===== src/rtl/ifu_pkg.sv =====
// ============================================================================
//  Module      : ifu_pkg
//  Description : Shared types and constants for the instruction fetch unit.
//  Revision    : 1.0 - initial release
// ============================================================================
`timescale 1ns/1ps
`default_nettype none

package ifu_pkg;

  typedef enum logic [2:0] {
    S_IDLE = 3'd0,
    S_REQ  = 3'd1,
    S_WAIT = 3'd2,
    S_HOLD = 3'd3,
    S_ERR  = 3'd4
  } ifu_state_e;

  localparam int unsigned PC_INC           = 4;
  localparam logic [31:0] DEFAULT_RESET_PC = 32'h0000_0000;

endpackage : ifu_pkg

`default_nettype wire


===== src/rtl/inst_fetch_unit_pc_gen.sv =====
// ============================================================================
//  Module      : pc_gen
//  Description : PC register with sequential/redirect next-PC and alignment check.
//  Revision    : 1.0 - initial release
// ============================================================================
`timescale 1ns/1ps
`default_nettype none

module pc_gen
  import ifu_pkg::*;
#(
  parameter int unsigned           ADDR_WIDTH = 32,
  parameter logic [ADDR_WIDTH-1:0] RESET_PC   = ADDR_WIDTH'(DEFAULT_RESET_PC)
) (
  input  logic                  clk,
  input  logic                  rst_n,
  input  logic                  consume_i,
  input  logic                  pc_sel_i,
  input  logic [ADDR_WIDTH-1:0] alu_out_i,
  output logic [ADDR_WIDTH-1:0] pc_o,
  output logic [ADDR_WIDTH-1:0] pc_plus4_o,
  output logic                  misalign_o
);

  logic [ADDR_WIDTH-1:0] pc_q;
  logic [ADDR_WIDTH-1:0] pc_d;
  logic [ADDR_WIDTH-1:0] w_target;

  assign pc_plus4_o = pc_q + ADDR_WIDTH'(PC_INC);
  assign pc_o       = pc_q;

  // Redirect targets follow the JALR rule: bit 0 is dropped, bit 1 must be clear.
  always_comb begin
    w_target   = pc_sel_i ? (alu_out_i & ~ADDR_WIDTH'(1)) : pc_plus4_o;
    misalign_o = consume_i & w_target[1];
    pc_d       = (consume_i && !w_target[1]) ? w_target : pc_q;
  end

  always_ff @(posedge clk or negedge rst_n) begin
    if (!rst_n) begin
      pc_q <= RESET_PC;
    end else begin
      pc_q <= pc_d;
    end
  end

endmodule : pc_gen

`default_nettype wire


===== src/rtl/inst_fetch_unit.sv =====
// ============================================================================
//  Module      : inst_fetch_unit
//  Description : RV32I fetch front end: request/grant fetch FSM and instruction
//                hold register. Optional counters under IFU_PERF_CNT_EN.
//  Revision    : 1.0 - initial release
// ============================================================================
`timescale 1ns/1ps
`default_nettype none

module inst_fetch_unit
  import ifu_pkg::*;
#(
  parameter int unsigned           DATA_WIDTH = 32,
  parameter int unsigned           ADDR_WIDTH = 32,
  parameter logic [ADDR_WIDTH-1:0] RESET_PC   = ADDR_WIDTH'(DEFAULT_RESET_PC)
) (
  input  logic                  clk,
  input  logic                  rst_n,
  output logic                  IMemReq,
  output logic [ADDR_WIDTH-1:0] IMemAddr,
  input  logic                  IMemGnt,
  input  logic                  IMemRValid,
  input  logic [DATA_WIDTH-1:0] IMemRData,
  input  logic                  InstReady,
  input  logic                  PCSel,
  input  logic [ADDR_WIDTH-1:0] ALUOut,
  output logic [DATA_WIDTH-1:0] Inst,
  output logic                  InstValid,
  output logic [ADDR_WIDTH-1:0] PC,
  output logic [ADDR_WIDTH-1:0] PCPlus4,
  output logic                  MisalignErr
`ifdef IFU_PERF_CNT_EN
  ,
  output logic [31:0]           FetchCnt,
  output logic [31:0]           StallCnt
`endif
);

  ifu_state_e            state_q;
  logic [DATA_WIDTH-1:0] inst_q;
  logic                  inst_valid_q;
  logic                  imem_req_q;
  logic                  misalign_err_q;
  logic                  w_consume;
  logic                  w_misalign;

  assign w_consume   = (state_q == S_HOLD) && InstReady;
  assign IMemReq     = imem_req_q;
  assign IMemAddr    = PC;
  assign Inst        = inst_q;
  assign InstValid   = inst_valid_q;
  assign MisalignErr = misalign_err_q;

  pc_gen #(
    .ADDR_WIDTH (ADDR_WIDTH),
    .RESET_PC   (RESET_PC)
  ) u_pc_gen (
    .clk        (clk),
    .rst_n      (rst_n),
    .consume_i  (w_consume),
    .pc_sel_i   (PCSel),
    .alu_out_i  (ALUOut),
    .pc_o       (PC),
    .pc_plus4_o (PCPlus4),
    .misalign_o (w_misalign)
  );

  // Responses are only captured in S_WAIT, so a response racing the grant or
  // arriving after an abandoned fetch never reaches Inst.
  always_ff @(posedge clk or negedge rst_n) begin
    if (!rst_n) begin
      state_q        <= S_IDLE;
      inst_q         <= '0;
      inst_valid_q   <= 1'b0;
      imem_req_q     <= 1'b0;
      misalign_err_q <= 1'b0;
    end else begin
      unique case (state_q)
        S_IDLE: begin
          state_q    <= S_REQ;
          imem_req_q <= 1'b1;
        end
        S_REQ: begin
          if (IMemGnt) begin
            state_q    <= S_WAIT;
            imem_req_q <= 1'b0;
          end
        end
        S_WAIT: begin
          if (IMemRValid) begin
            inst_q       <= IMemRData;
            inst_valid_q <= 1'b1;
            state_q      <= S_HOLD;
          end
        end
        S_HOLD: begin
          if (InstReady) begin
            inst_valid_q <= 1'b0;
            if (w_misalign) begin
              state_q        <= S_ERR;
              misalign_err_q <= 1'b1;
            end else begin
              state_q    <= S_REQ;
              imem_req_q <= 1'b1;
            end
          end
        end
        S_ERR: begin
          imem_req_q     <= 1'b0;
          inst_valid_q   <= 1'b0;
          misalign_err_q <= 1'b1;
        end
        default: begin
          state_q    <= S_IDLE;
          imem_req_q <= 1'b0;
        end
      endcase
    end
  end

`ifdef IFU_PERF_CNT_EN
  logic [31:0] fetch_cnt_q;
  logic [31:0] stall_cnt_q;

  assign FetchCnt = fetch_cnt_q;
  assign StallCnt = stall_cnt_q;

  always_ff @(posedge clk or negedge rst_n) begin
    if (!rst_n) begin
      fetch_cnt_q <= '0;
      stall_cnt_q <= '0;
    end else begin
      if (state_q == S_WAIT && IMemRValid) begin
        fetch_cnt_q <= fetch_cnt_q + 32'd1;
      end
      if ((state_q == S_REQ && !IMemGnt) || state_q == S_WAIT) begin
        stall_cnt_q <= stall_cnt_q + 32'd1;
      end
    end
  end
`else
  // Performance counters not built.
`endif

endmodule : inst_fetch_unit

`default_nettype wire

===== config.mk =====
export PLATFORM = sky130hd
export DESIGN_NAME = inst_fetch_unit
export DESIGN_NICKNAME = d
export VERILOG_FILES = /design/src/rtl/ifu_pkg.sv /design/src/rtl/inst_fetch_unit_pc_gen.sv /design/src/rtl/inst_fetch_unit.sv
export SDC_FILE = /design/constraint.sdc
export NUM_CORES = 1
export LEC_CHECK = 0
export ABC_AREA = 1
export BUFFER_PORTS_ARGS = -buffer_cell sky130_fd_sc_hd__buf_2
export CAP_MARGIN = 20
export CORE_MARGIN = 2
export CORE_UTILIZATION = 48
export DETAILED_ROUTE_END_ITERATION = 7
export GPL_ROUTABILITY_DRIVEN = 0
export PLACE_DENSITY = 0.84
export SYNTH_ARGS = -nofsm -noshare
export SYNTH_HDL_FRONTEND = slang
export SYNTH_SLANG_ARGS = --single-unit

===== constraint.sdc =====
create_clock -name clk -period 1.7 [get_ports clk]
set_input_delay 0.17 -clock clk [delete_from_list [all_inputs] [get_ports clk]]
set_output_delay 0.17 -clock clk [all_outputs]
set_load 0.01 [all_outputs]

**Word level (Yosys, flattened, before mapping)**

Index checks and enable logic that the tools add are counted.

- Register bits after elaboration: 70
- Bits of input ports: 70
- Output and inout port bits: 131

- Add/sub/neg operators: 1
- Equal/unequal tests: 9
- Muxes and demuxes: 16
- Bitwise logic cells: 3
- Reduce and logical (&&, ||, !) cells: 11

Operator list:

| operator | number |
|---|---|
| $add 32x3->32 const B | 1 |
| $mux 32 | 1 |
| $pmux 3 s5 | 1 |
| $mux 3 | 4 |
| $ne 2x2->1 const B | 4 |
| $reduce_and 4->1 | 2 |
| $mux 1 | 7 |
| $eq 3x2->1 const B | 2 |
| $reduce_and 3->1 | 2 |
| $pmux 1 s4 | 1 |
| $eq 3x1->1 const B | 1 |
| $eq 3x3->1 const B | 1 |
| $logic_not 3->1 | 1 |
| $pmux 1 s3 | 1 |
| $reduce_bool 3->1 | 1 |
| $logic_and 1x1->1 | 2 |
| $ne 2x1->1 const B | 1 |
| $not 1->1 | 2 |
| $pmux 1 s2 | 1 |
| $reduce_and 2->1 | 1 |
| $reduce_bool 2->1 | 1 |
| $and 1x1->1 | 1 |
| $logic_not 1->1 | 1 |

**Depth between registers and ports, before layout**

- Word-level depth: 6
- Depth in mapped cells: 10
- Mapped depth without buffers: 10

**Modules after synthesis**

A second synthesis with hierarchy kept.

- Cell total of the unflattened synthesis: 640
- Area total of the unflattened synthesis: 4,350.4 µm²

By module, submodules not included:

| module | instances | cells each | area each (µm²) | seq. area each (µm²) |
|---|---|---|---|---|
| pc_gen | 1 | 410 | 2,461.1 | 775.7 |
| inst_fetch_unit | 1 | 230 | 1,889.3 | 950.9 |

**Least setup slack after synthesis**

OpenSTA, ideal clock, no wires.

- Path kind: register to register
- Start point: register u_pc_gen.pc_q[3], in the netlist u_pc_gen.pc_o[3]
- End point: register u_pc_gen.pc_q[8], in the netlist u_pc_gen.pc_o[8]
- Library setup time: 0.077 ns
- Data arrival time: 1.443 ns
- Data required time: 1.623 ns
- Setup slack: 0.179 ns
- Cell stages (with the launch flop): 8
- Buffers on the path: 0
- Clock period less this slack: 1.521 ns
- Path through: dfrtp_1 > ha_1 > nand2_2 > nor2_4 > nand2_2 > xnor2_1 > nand2_1 > a21oi_1

- Cells in the longest elaborated chain, start to end: 2

Ends and longest elaborated chain:

| what | RTL line | source |
|---|---|---|
| start, declared | inst_fetch_unit_pc_gen.sv:25 | `logic [ADDR_WIDTH-1:0] pc_q;` |
| start signal, assigned | inst_fetch_unit_pc_gen.sv:43 | `pc_q <= pc_d;` |
| $add 32x3->32 | inst_fetch_unit_pc_gen.sv:29 | `assign pc_plus4_o = pc_q + ADDR_WIDTH'(PC_INC);` |
| net PCPlus4[8] | inst_fetch_unit.sv:30 | `output logic [ADDR_WIDTH-1:0] PCPlus4,` |
| $mux 32 | inst_fetch_unit_pc_gen.sv:34 | `w_target = pc_sel_i ? (alu_out_i & ~ADDR_WIDTH'(1)) : pc_plus4_o;` |

The timed path passes the listed nets, and every way through them passes these cells.
A chain may end at the register's enable or synchronous reset.

**Worst setup path after layout**

- Start point: register u_pc_gen.pc_q[2], in the netlist u_pc_gen.pc_o[2]
- End point: output port PCPlus4[14]

- Cells in the longest elaborated chain, start to end: 1

Ends and longest elaborated chain:

| what | RTL line |
|---|---|
| $add 32x3->32 | inst_fetch_unit_pc_gen.sv:29 |
| end, declared | inst_fetch_unit.sv:30 |

No other way between the ends.

==> metrics.csv <==
metric,value,unit
final hold violations,0,
"antenna viol nets, final",0,
Min-Delay Path Class,input pin to flip-flop,
internal power,6270,uW
vias per cell,5.205,
Worst-Skew Late Latency,0.34,ns
status,finished with violations,
DR DRC count,0,
crit path max fanout,5,
Final setup viols,27,
Max Slew Vio Count,0,
Synth Area in Adders,0.002839,
Reg power frac,0.295,
DIE AREA,0.009963,mm^2
cell repeated most along the worst path,nand2_4,
reg2reg setup slack,-0.01,ns
Synth Cell Area,0.004407,mm^2
Die X,99.82,um
final setup TNS,-6.058,ns
maximum VDD drop,898.0,uV
hold path depth,2,
crit path DAT,1.96,ns
largest family of logic cells by synthesized area,simple AND/OR/NAND/NOR gates,
post-synthesis simple-gate area fraction,0.2964,
Hold EP,Inst[13]$_DFFE_PN0P_,
"FF+latch count, synth",69,
Post-Route WL,13240,um
Vias,4471,
failing checks,setup timing,
design area,0.005901,mm^2
"Reg clk slew, reported paths",0.08,ns
Max Cap Viol,0,
DR WL/cell,15.42,um
ANT cells,0,
CP Capture Type,output port,
Synth Area in Compound Gates,0.06104,
largest net degree at the start of global routing,70,
power share of the clock group,0.139,
Startpoint Class,flip-flop,
number of DRC markers in iteration 0,319,
Register-to-Register Path Depth,10,
"Largest delay share family, worst path",simple AND/OR/NAND/NOR gates,
Pleak,0.003235,uW
Tot GR Track Use,0.2565,
worst path buffer plus inverter count,3,
required time of the critical path,1.53,ns
post-layout minimum cycle time,2.129,ns
Post-layout nets,817,
Syn Area/Cell,8.027,um^2
clk sink count,69,
Layout area overhead,33.90,%
CP max-delay cell,dfrtp_1,
XOR/XNOR Fraction of Synth Area,0.01193,
hpwl dp,9070,um
Final Worst Setup Slack,-0.4289,ns
post-synthesis mux area share,0.1073,
Pre-antenna DRT Iters,5,
core area,0.008806,mm^2
Switch Pwr,4952,uW
CTS root buf,clkbuf_8,
row cnt,34,
fmax,0.4697,GHz
Mapped Cells,549,
Chip Height,99.82,um
Synthesis Warnings,0,
crit-path max cell delay,0.37,ns
Ports,201,
RSZ-0062 raised after global routing,yes,
PD cells,1902,mW/mm^2
Net Sw Frac,0.4413,
worst path cell trace,buf_6 > ha_4 > nand2_4 > nor2_4 > nand2_4 > buf_4 > o21ai_2 > nand2_1 > buf_2,
worst hold path startpoint,IMemRData[13],
reg-to-reg startpoint,u_pc_gen.pc_o[2]$_DFFE_PN0P_,
htree depth,3,
crit share post-route,1.252,
buffers added on ports,196,
Crit Path Category,flip-flop to output port,
initial antenna violation count,0,
initial core utilization,0.5004,
Placement Cell Area,0.005319,mm^2
combinational share of power,0.567,
CTS Buffer Depth,2,
worst reg2reg path endpoint,u_pc_gen.pc_o[14]$_DFFE_PN0P_,
CTS tree,done,
remaining global-route overflow,0,
"Seq/Total Area, Yosys",0.3918,
vias in the first global route,4374,
CTS Buf Count,9,
post-synth cell types,38,
layout cell share with drive strength beyond 1,0.4634,
first-pass GRT wire length,20430,um
Max Clock Skew,0.008577,ns
## cells by family after synthesis
| logic type | after synthesis |
|---|---|
| and+or+nand+nor | 295 |
| buffers and inverters | 98 |
| DFF | 69 |
| AOI/OAI and AO/OA | 47 |
| muxes | 32 |
| xor gates and xnor gates | 6 |
| adders and majority gates | 1 |
| other | 1 |
## routing by layer
layer	up-vias	global-route usage	wire length [um]
met1	2096	0.3052	5016
met2	230	0.4522	6729
met4	0	0.1233	551
li1	2083	-	-
met3	62	0.04178	947
met5	-	0	0
## Yosys cell counts (all sizes together)
cell type	n	share of area
nor2	94	0.096
ha	1	0.0028
nand4	2	0.0028
dfrtp	69	0.39
conb	1	0.00085
clkbuf	3	0.0026
mux2	32	0.11
a31oi	2	0.0043
o21ai	20	0.025
nor3	2	0.0048
nand2	167	0.16
nand3b	2	0.0034
xor2	4	0.0079
o22ai	5	0.0071
xnor2	2	0.0040
a21oi	20	0.024
nand3	26	0.030
inv	48	0.042
or2	2	0.0028
clkinv	1	0.0020
buf	46	0.081
## cells in the final DEF, fill, tap and decap left out, drive strengths merged, types with 3 or more instances in the layout
| master | synthesis | final |
|---|---|---|
| o22ai | 5 | 5 |
| nand3 | 26 | 26 |
| xor2 | 4 | 4 |
| nand2 | 167 | 167 |
| nor2 | 94 | 94 |
| o21ai | 20 | 20 |
| clkbuf | 3 | 10 |
| a21oi | 20 | 20 |
| inv | 48 | 48 |
| dfrtp | 69 | 69 |
| conb | 1 | 3 |
| buf | 46 | 232 |
| mux2 | 32 | 32 |
| clkinv | 1 | 3 |
## power groups by stage
| stage | clock network [uW] | logic, uW | registers, uW |
|---|---|---|---|
| 2_1_floorplan | 0 | 3460 | 3560 |
| 3_3_place_gp | 0 | 5490 | 3200 |
| 5_1_grt | 1660 | 6860 | 3400 |
| 3_5_place_dp | 0 | 5660 | 3260 |
| 6_report | 1560 | 6360 | 3310 |
| 4_1_cts | 1590 | 6030 | 3230 |
## state kept, by name, summed over array words and instances (netlist names)
register,flops
u_pc_gen.pc_o,31
Inst,32
MisalignErr,1
state_q,3
InstValid,1
IMemReq,1
## timing repair
item | 4_1_cts | 5_1_grt
resized for setup | 31 | 24
setup endpoints to repair | 25 | 33
buffers inserted | 13 | 7
pin swaps | 12 | 10
hold buffers | 1 | 0
cloned | 0 | 0
endpoints found under the hold margin | 69 | 0
## stage by stage
step                cells  power, uW    util  hold slack (ns)  setup slack (ns)
floorplan             551       7016       -          -0.1256            0.1791
finish                859      11220  0.6701          0.05924           -0.4289
global placement      822       8688  0.6040           0.2242            0.1103
CTS                   852      10850  0.6537          0.04409           -0.2723
global route          859      11920  0.6701          0.04281           -0.4469
detailed placement    822       8914  0.6040           0.2280           0.05698
## cell type report
type / instances / area [um^2]
fillers: 706 / 2905
multi-input cells: 384 / 2271
flip-flops and latches: 69 / 1740
repair buffers: 233 / 1325
inverters: 49 / 197.7
clock buffers: 10 / 137.6
well taps: 108 / 135.1
clock inverters: 6 / 93.84
## worst max-delay path by stage
stage | start | end | cells after the start
2_1_floorplan | u_pc_gen.pc_o[3]$_DFFE_PN0P_ | u_pc_gen.pc_o[8]$_DFFE_PN0P_ | 7
5_1_grt | u_pc_gen.pc_o[2]$_DFFE_PN0P_ | PCPlus4[14] | 9
3_5_place_dp | u_pc_gen.pc_o[2]$_DFFE_PN0P_ | PCPlus4[20] | 7
6_report | u_pc_gen.pc_o[2]$_DFFE_PN0P_ | PCPlus4[14] | 9
4_1_cts | u_pc_gen.pc_o[2]$_DFFE_PN0P_ | PCPlus4[20] | 8
3_3_place_gp | u_pc_gen.pc_o[2]$_DFFE_PN0P_ | PCPlus4[28] | 8
Power figures use the tool's default switching activity.
